$ cat src/rtl/fc_layer_mem.sv
// rtl/fc_layer_mem.sv - FC layer engine memory responder with run handshake
// Holds activations/weights, serves engine reads, captures outputs into OUT_BASE region.
module fc_layer_mem #(
  parameter int DEPTH    = 64,
  parameter int AW       = 6,
  parameter int BCK_CELL = 5,
  parameter int OUT_BASE = 48,
  parameter int TIMEOUT  = 1023
) (
  input  logic          clk,
  input  logic          reset_n,
  input  logic          start,
  input  logic          host_we,
  input  logic [AW-1:0] host_addr,
  input  logic [15:0]   host_wdata,
  output logic [15:0]   host_rdata,
  output logic          lyr_enable,
  input  logic [15:0]   lyr_addr,
  input  logic          lyr_we,
  input  logic [15:0]   lyr_wdata,
  input  logic          lyr_end,
  output logic [15:0]   lyr_rdata,
  output logic          busy,
  output logic          done,
  output logic          cnt_err,
  output logic          ovf_err,
  output logic          host_err,
  output logic          timeout_err
);

  localparam int CW = $clog2(BCK_CELL + 1);
  localparam int WW = $clog2(TIMEOUT + 1);

  localparam logic [1:0] S_IDLE = 2'd0;
  localparam logic [1:0] S_RUN  = 2'd1;
  localparam logic [1:0] S_DONE = 2'd2;

  logic [1:0]    state;
  logic [CW-1:0] wr_cnt;
  logic [WW-1:0] wd_cnt;
  logic [15:0]   mem [DEPTH];

  logic          in_run;
  logic          eng_we;
  logic          eng_ok;
  logic          host_ok;
  logic          cnt_full;
  logic [AW-1:0] out_addr;
  logic          unused_addr_bits;

  assign in_run     = (state == S_RUN);
  assign busy       = (state == S_RUN) || (state == S_DONE);
  assign done       = (state == S_DONE);
  assign lyr_enable = in_run;

  assign cnt_full = (wr_cnt == CW'(BCK_CELL));
  assign eng_we   = in_run && lyr_we;
  assign eng_ok   = eng_we && !cnt_full;
  assign host_ok  = host_we && !busy;
  assign out_addr = AW'(OUT_BASE) + AW'(wr_cnt);

  // Engine addresses wrap modulo DEPTH; upper bits are deliberately dropped.
  assign unused_addr_bits = ^lyr_addr[15:AW];

  // Storage has no reset so loaded contents survive a mid-run reset.
  always_ff @(posedge clk) begin
    if (eng_ok) begin
      mem[out_addr] <= lyr_wdata;
    end else if (host_ok) begin
      mem[host_addr] <= host_wdata;
    end
  end

  always_ff @(posedge clk or negedge reset_n) begin
    if (!reset_n) begin
      lyr_rdata  <= '0;
      host_rdata <= '0;
    end else begin
      lyr_rdata  <= mem[lyr_addr[AW-1:0]];
      host_rdata <= mem[host_addr];
    end
  end

  always_ff @(posedge clk or negedge reset_n) begin
    if (!reset_n) begin
      state       <= S_IDLE;
      wr_cnt      <= '0;
      wd_cnt      <= '0;
      cnt_err     <= 1'b0;
      ovf_err     <= 1'b0;
      host_err    <= 1'b0;
      timeout_err <= 1'b0;
    end else begin
      case (state)
        S_IDLE: begin
          if (start) begin
            state       <= S_RUN;
            wr_cnt      <= '0;
            wd_cnt      <= '0;
            cnt_err     <= 1'b0;
            ovf_err     <= 1'b0;
            host_err    <= 1'b0;
            timeout_err <= 1'b0;
          end
        end
        S_RUN: begin
          if (eng_we) begin
            if (eng_ok) begin
              wr_cnt <= wr_cnt + CW'(1);
            end else begin
              ovf_err <= 1'b1;
            end
          end
          if (host_we) begin
            host_err <= 1'b1;
          end
          // A layer end wins over a watchdog expiry in the same cycle.
          if (lyr_end) begin
            state   <= S_DONE;
            cnt_err <= !cnt_full;
          end else if (wd_cnt == WW'(TIMEOUT)) begin
            state       <= S_IDLE;
            timeout_err <= 1'b1;
          end else begin
            wd_cnt <= wd_cnt + WW'(1);
          end
        end
        S_DONE: begin
          state <= S_IDLE;
          if (host_we) begin
            host_err <= 1'b1;
          end
        end
        default: state <= S_IDLE;
      endcase
    end
  end

endmodule

$ cat config.mk
export PLATFORM = sky130hd
export DESIGN_NAME = fc_layer_mem
export DESIGN_NICKNAME = d
export VERILOG_FILES = /design/src/rtl/fc_layer_mem.sv
export SDC_FILE = /design/constraint.sdc
export NUM_CORES = 1
export LEC_CHECK = 0
export CELL_PAD_IN_SITES_DETAIL_PLACEMENT = 0
export CELL_PAD_IN_SITES_GLOBAL_PLACEMENT = 1
export CORE_ASPECT_RATIO = 2
export CORE_MARGIN = 1.5
export CORE_UTILIZATION = 50
export CTS_CLUSTER_DIAMETER = 150
export DETAILED_ROUTE_END_ITERATION = 10
export PLACE_DENSITY = 0.72
export SETUP_SLACK_MARGIN = 0.1
export SYNTH_ARGS = -nofsm -noshare
export SYNTH_HDL_FRONTEND = slang
export SYNTH_SLANG_ARGS = --single-unit
$ cat constraint.sdc
create_clock -name clk -period 5.1 [get_ports clk]
set_input_delay 1.275 -clock clk [delete_from_list [all_inputs] [get_ports clk]]
set_output_delay 1.275 -clock clk [all_outputs]
set_load 0.01 [all_outputs]
==> summary.txt, run 1 <==
Worst setup path
  – CP Launch Point: host_addr[0]
  – CP Launch Type: primary input
  – Req. time, crit path: 5.62 ns
  – Critical Path, Cell by Cell: buf_8 > buf_12 > mux4_2 > nor2_1 > nor4_1 > o21ai_0 > o32ai_1
  – Worst endpoint data arrival time: 4.52 ns
  – Worst reg2reg path startpoint: wr_cnt[0]
  – Crit path kind: in -> reg
  – Worst setup EP type: flip-flop
  – Cell family with most CP delay: simple AND/OR/NAND/NOR gates
  – Slowest-stage cell, CP: nor2_1
  – Slowest stage delay, CP: 0.87 ns
  – Worst Path Buf+Inv: 2
  – CP max FO: 54

Route
  – Routed vias/inst: 6.89
  – DR iter-0 viols: 3699
  – WL final: 170 mm
  – ANT nets after route: 0
  – DR pass1 iterations: 8
  – Via count: 29485
  – DR WL/cell: 39.6 um
  – DRC: 0

Power
  – Leak pwr: 18.3 nW
  – PwrDens: 391 nW/um2
  – Maximum vdd ir drop: 0.313 mV

STA
  – Highest Clock Rate: 250 MHz
  – Period utilization: 0.784
  – Fin crit period: 4.00 ns
  – RSZ-0062 raised after global routing: no
  – Final hold violation count: 0
  – Max transition margin: 0.0719
  – Setup violations, final: 0
  – Final Max Tran Viols: 0
  – Worst-case clock skew: 0.0260 ns
  – Setup TNS: 0 ns
  – Worst-margin pin slew: 1.39 ns

GRT
  – GR Overflow Total: 0
  – Largest net degree at the start of global routing: 85
  – Vias in the first global route: 30861
  – Global-route wire length before repair: 235 mm
  – Initial antenna violation count: 10
  – GRT Total Usage: 0.344

Min path
  – Hold WC Path Type: in -> async

Clocking
  – CTS Hold Bufs: 0
  – Worst-Skew Late Latency: 0.71 ns
  – CTS sink count: 1075
  – Max clock buf depth: 3
  – Clock transition at path regs: 0.07 ns
  – Cts repair resizes: 0
  – TritonCTS clock tree: done
  – CTS H-Tree Depth: 3
  – CTS buffer count: 95
  – CTS root buffer: clkbuf_16
  – Setup Buffers After CTS: 0

Yosys
  – Biggest area consumer among synthesized cells: edfxtp_1
  – Synthesized area per cell: 18.6 um2
  – Mapped Cells: 2674
  – Ys async rst share: 0.0474
  – #FFs+latches synth: 1075
  – Top_reg_cell synth: edfxtp_1
  – EDFF count, synth: 1024
  – Ranking of synthesized cells by area: edfxtp_1, mux4_2, dfrtp_1, mux2i_1, nand2_1
  – Synth Net Count: 2740
  – Synthesized area: 49600 um2
  – Post-synthesis sequential area ratio: 0.645
  – Top cell type's share of synthesized area: 0.620
  – Synth cell types: 55
  – Syn. warnings: 0

Placed design
  – Buffers on Ports: 88
  – Gpl congestion: 0.938
  – Placed cell count: 4099
  – Hpwl dp: 115 mm

Status
  – Status: complete, no violations

Floorplan
  – Core area: 98500 um2
  – Core Rows: 163
  – Initial Utilization: 0.504
  – Die width: 226 um
  – # IOs: 99
  – Die H: 449 um
  – Die ar.: 101000 um2

Finish
  – FILL cells: 7362
  – Post-route insts no fill: 4281
  – Most frequent cells in the layout: edfxtp_1, mux4_2, buf_4
  – Proportion of layout cells with a drive suffix above 1: 0.315
  – Most common cell after layout, fill and taps aside: edfxtp_1
  – Syn-to-layout area delta: 13.9%
  – Nets@finish: 2942

Flow run
  – Max cap viols: 0
==> final cells by class <==
cell class	count	area (um2)	share of cell area
tap	1320	1650	0.0292
multi-input combinational	1389	16700	0.295
inverter	12	45.0	0.000797
clock inverter	67	679	0.0120
timing repair buffer	303	2950	0.0523
antenna	4	10.0	0.000177
clock buffer	111	2480	0.0439
sequential	1075	32000	0.567
==> worst register-to-register path, cell delays in order, from the launching register on <==
cell and delay, ns:
dfrtp_1 0.60, ha_1 0.32, nand2_1 0.19, a311oi_4 0.12, buf_4 0.24, buf_4 0.28, nor4b_1 0.28, a31oi_1 0.13
buf_12 0.20, nor2_2 0.92
==> kinds of logic (layout without fill, tap and decap cells) <==
logic type      count (synthesis)  after routing  synth area share
other cells                     0              4                 0
buf+inv                       210            493            0.0208
compound gates                285            285            0.0404
mux                           623            623             0.250
simple gates                  474            474            0.0416
xor+xnor                        1              1          0.000177
flops                        1075           1075             0.645
fa+ha+maj                       6              6           0.00151
==> final timing paths <==
kind	depth (start not counted)	slack, ns	to
worst min register to register	1	0.50	wd_cnt[7]
worst max-delay path	7	1.10	host_rdata[9]
worst max register to register	9	1.45	mem[41][7]
max in group asynchronous	2	3.70	host_rdata[0]
worst min-delay path	1	0.45	host_rdata[13]
min in group clk	1	0.50	wd_cnt[7]
==> registers in the layout (all words and copies together) (netlist names) <==
signal and cells:
cnt_err 1, host_err 1, host_rdata 16, lyr_rdata 16
mem 1024, ovf_err 1, state 2, timeout_err 1
wd_cnt 10, wr_cnt 3
==> where the power goes <==
group	total [mW]	internal, mW	switching [mW]	leakage (nW)
Clock	7.49	4.15	3.34	1.54
Sequential	10.9	10.8	0.105	9.87
Combinational	3.75	1.16	2.59	6.87
==> cell usage after synthesis, drive strengths merged, types with 5 or more instances <==
cell type  instances
edfxtp          1024
mux4             492
nand2            185
nor2             158
buf              144
mux2i            109
o22ai             59
clkbuf            54
dfrtp             51
nand3             42
o21ai             34
a31oi             33
a21oi             29
mux2              22
a211oi            20
nor2b             20
a22oi             19
nor3              18
inv               12
o221ai            12
a22o              11
o31ai             11
a221oi            10
o2111ai           10
a222oi             9
a32o               8
nand3b             8
nand2b             7
ha                 6
nand4              6
and2               5
nor3b              5
==> layer usage <==
metal,part of all wire,global-route usage,vias up
met2,0.50,0.560,1720
li1,-,-,11678
met4,0.12,0.330,2
met5,0.000053,0,-
met1,0.31,0.371,15564
met3,0.078,0.0654,521
==> stage by stage <==
stage	setup WS (ns)	util	total power, mW	area, um2	hold slack [ns]
after floorplan	1.53	-	12.9	49600	0.464
after global placement	0.720	0.542	14.6	53400	0.496
after detailed placement	0.671	0.542	14.8	53400	0.492
after CTS	1.42	0.574	22.1	56500	0.434
after global routing	1.12	0.574	22.6	56500	0.477
final	1.10	0.574	22.1	56500	0.453
(Power assumes the default switching activity.)
==> run 2, diff against run 1 <==
- PLACE_DENSITY: 0.72 -> 0.75
- clock period: 5.1 -> 3.25 ns (I/O delays scaled with it)
==> run 2 against run 1 <==
  * Global-route usage rose by 0.13 points
  * Total power increased by 58%
  * Critical path depth down 4
  * Critical endpoint is now busy
  * Largest power group unchanged
==> summary.txt, run 2 (synthesis gave the netlist of run 1 again) <==
STA
  – Worst-case clock skew: 0.0194 ns (was 0.0260 ns)
  – RSZ-0062 raised after global routing: no (unchanged)
  – Setup violations, final: 0 (unchanged)
  – Final hold violation count: 0 (unchanged)
  – Fin crit period: 3.01 ns
  – Max transition margin: 0.260 (was 0.0719)
  – Highest Clock Rate: 332 MHz
  – Worst-margin pin slew: 1.11 ns (was 1.39 ns)
  – Setup TNS: 0 ns (unchanged)
  – Final Max Tran Viols: 0 (unchanged)
  – Period utilization: 0.925
  – Hold_ws: 0.312 ns (was 0.453 ns)

Power
  – Sequential power share: 0.488 (was 0.492)
  – Cell Int Power: 25.5 mW (was 16.1 mW)
  – PwrDens: 591 nW/um2 (was 391 nW/um2)
  – Maximum vdd ir drop: 0.492 mV (was 0.313 mV)
  – Leak pwr: 19.6 nW (was 18.3 nW)
  – P_sw: 9.47 mW (was 6.04 mW)
  – Clk network pwr share: 0.333 (was 0.339)
  – Sw frac: 0.271 (was 0.273)
  – Comb pwr share: 0.179 (was 0.170)

Route
  – DR WL/cell: 38.1 um (was 39.6 um)
  – Routed vias/inst: 6.83 (was 6.89)
  – Via count: 30641 (was 29485)
  – ANT nets after route: 0 (unchanged)
  – DR pass1 iterations: 7 (was 8)
  – DR iter-0 viols: 3691 (was 3699)
  – DRC: 0 (unchanged)
  – WL final: 171 mm (was 170 mm)

Clocking
  – Clock transition at path regs: 0.07 ns (about the same)
  – Max clock buf depth: 3 (unchanged)
  – CTS buffer count: 93 (was 95)
  – Worst-Skew Late Latency: 0.71 ns (about the same)
  – TritonCTS clock tree: done (unchanged)
  – CTS root buffer: clkbuf_16 (unchanged)
  – CTS sink count: 1075 (unchanged)
  – CTS H-Tree Depth: 3 (unchanged)

Worst setup path
  – Worst reg2reg path startpoint: wr_cnt[1] (was wr_cnt[0])
  – Cell family with most CP delay: buffers and inverters (was simple AND/OR/NAND/NOR gates)
  – CP Launch Type: flip-flop (was primary input)
  – Req. time, crit path: 2.44 ns (was 5.62 ns)
  – Crit path kind: reg -> out (was in -> reg)
  – CP max FO: 5 (was 54)
  – Worst setup EP type: output pin (was flip-flop)
  – CP Launch Point: state[1] (was host_addr[0])
  – Worst endpoint data arrival time: 2.20 ns (was 4.52 ns)
  – Critical Path, Cell by Cell: inv_1 > ha_1 > clkdlybuf4s50_1 (was buf_8 > buf_12 > mux4_2 > nor2_1 > nor4_1 > o21ai_0 > o32ai_1)
  – Worst Path Buf+Inv: 2 (unchanged)
  – Slowest-stage cell, CP: clkdlybuf4s50_1 (was nor2_1)
  – Slowest stage delay, CP: 0.59 ns (was 0.87 ns)

GRT
  – Largest net degree at the start of global routing: 65 (was 85)
  – GR Overflow Total: 0 (unchanged)
  – Initial antenna violation count: 2 (was 10)
  – Vias in the first global route: 32066 (was 30861)
  – Global-route wire length before repair: 237 mm (was 235 mm)
  – GRT Total Usage: 0.345 (was 0.344)

Floorplan
  – Die width: 226 um (unchanged)
  – Core area: 98500 um2 (unchanged)
  – Die ar.: 101000 um2 (unchanged)
  – # IOs: 99 (unchanged)
  – Die H: 449 um (unchanged)
  – Core Rows: 163 (unchanged)
  – Initial Utilization: 0.504 (unchanged)

Min path
  – Hold WC Path Type: in -> async (unchanged)

Finish
  – Top reg by flops: mem (unchanged)
  – Biggest regs: mem x1024, host_rdata x16, lyr_rdata x16 (unchanged)
  – Most frequent cells in the layout: edfxtp_1, mux4_2, buf_4 (unchanged)
  – Most common cell after layout, fill and taps aside: edfxtp_1 (unchanged)
  – Nets@finish: 3155 (was 2942)
  – Final Util: 0.602 (was 0.574)
  – Proportion of layout cells with a drive suffix above 1: 0.363 (was 0.315)
  – Post-route insts no fill: 4485 (was 4281)
  – Syn-to-layout area delta: 19.4% (was 13.9%)
  – Largest register FFs: 1024 (unchanged)

Placed design
  – Placed cell count: 4314 (was 4099)
  – Buffers on Ports: 88 (unchanged)
  – Gpl congestion: 1.02 (was 0.938)
  – Hpwl dp: 119 mm (was 115 mm)

Status
  – Status: complete, no violations (unchanged)

Flow run
  – Max cap viols: 0 (unchanged)
run 2: cell count changes in the layout (fill, tap and decap cells not counted), moves of 3 or more:
cell / before / now
diode_2: 4 / 1
clkinv_1: 22 / 12
inv_6: 7 / 2
buf_12: 36 / 128
buf_4: 180 / 303
clkinvlp_4: 5 / 11
run 2: worst register-to-register path, cell delays in order, from the launching register on:
cell     delay, ns
dfrtp_1       0.50
inv_1         0.22
ha_1          0.17
nand2_1       0.16
a311o_1       0.54
nor2_1        0.15
buf_4         0.16
nand2_1       0.24
nor2_2        0.25
buf_12        0.22
run 2: final cells by class:
| class | instances | area [um2] |
|---|---|---|
| antenna | 1 | 2.50 |
| clock buffer | 113 | 2510 |
| clock inverter | 57 | 621 |
| fill | 7126 | 39200 |
| inverter | 12 | 45.0 |
| multi-input combinational | 1389 | 16700 |
| sequential | 1075 | 32000 |
| tap | 1320 | 1650 |
| timing repair buffer | 518 | 5720 |
run 2: metrics by stage:
stage	worst slack [ns]	total power [mW]	cell area, um2
floorplan	0.144	20.2	49600
global placement	-0.0560	23.3	56100
detailed placement	-0.0634	23.5	56100
CTS	0.208	35.0	59300
global route	0.178	35.8	59300
finish	0.242	35.0	59300
run 2: power groups by stage:
stage,combinational (mW),clock [mW],sequential (mW)
2_1_floorplan,2.76,0,17.4
3_3_place_gp,5.95,0,17.3
3_5_place_dp,6.15,0,17.4
4_1_cts,6.16,11.7,17.1
5_1_grt,6.47,12.2,17.1
6_report,6.28,11.7,17.1
run 2: path summary, 6_finish.rpt:
check / cells after the start / to / slack (ns)
max in group asynchronous: 2 / wd_cnt[5] / 2.10
worst min register to register: 1 / wd_cnt[7] / 0.51
worst max-delay path: 3 / busy / 0.24
min in group clk: 1 / wd_cnt[7] / 0.51
worst min-delay path: 1 / host_rdata[3] / 0.31
worst max register to register: 9 / mem[6][0] / 0.27
run 2: what timing repair did:
item / CTS / global route
resized for setup: 1 / 0
hold buffers: 0 / 0
setup buffers: 0 / 0
endpoints found under the setup margin: 1 / 0
run 2: per-layer routing:
metal / vias up / share of wire / track usage
met3: 580 / 0.082 / 0.0529
met1: 15991 / 0.30 / 0.373
met2: 1954 / 0.50 / 0.571
met5: - / 0.000076 / 0
met4: 2 / 0.12 / 0.332
li1: 12114 / - / -
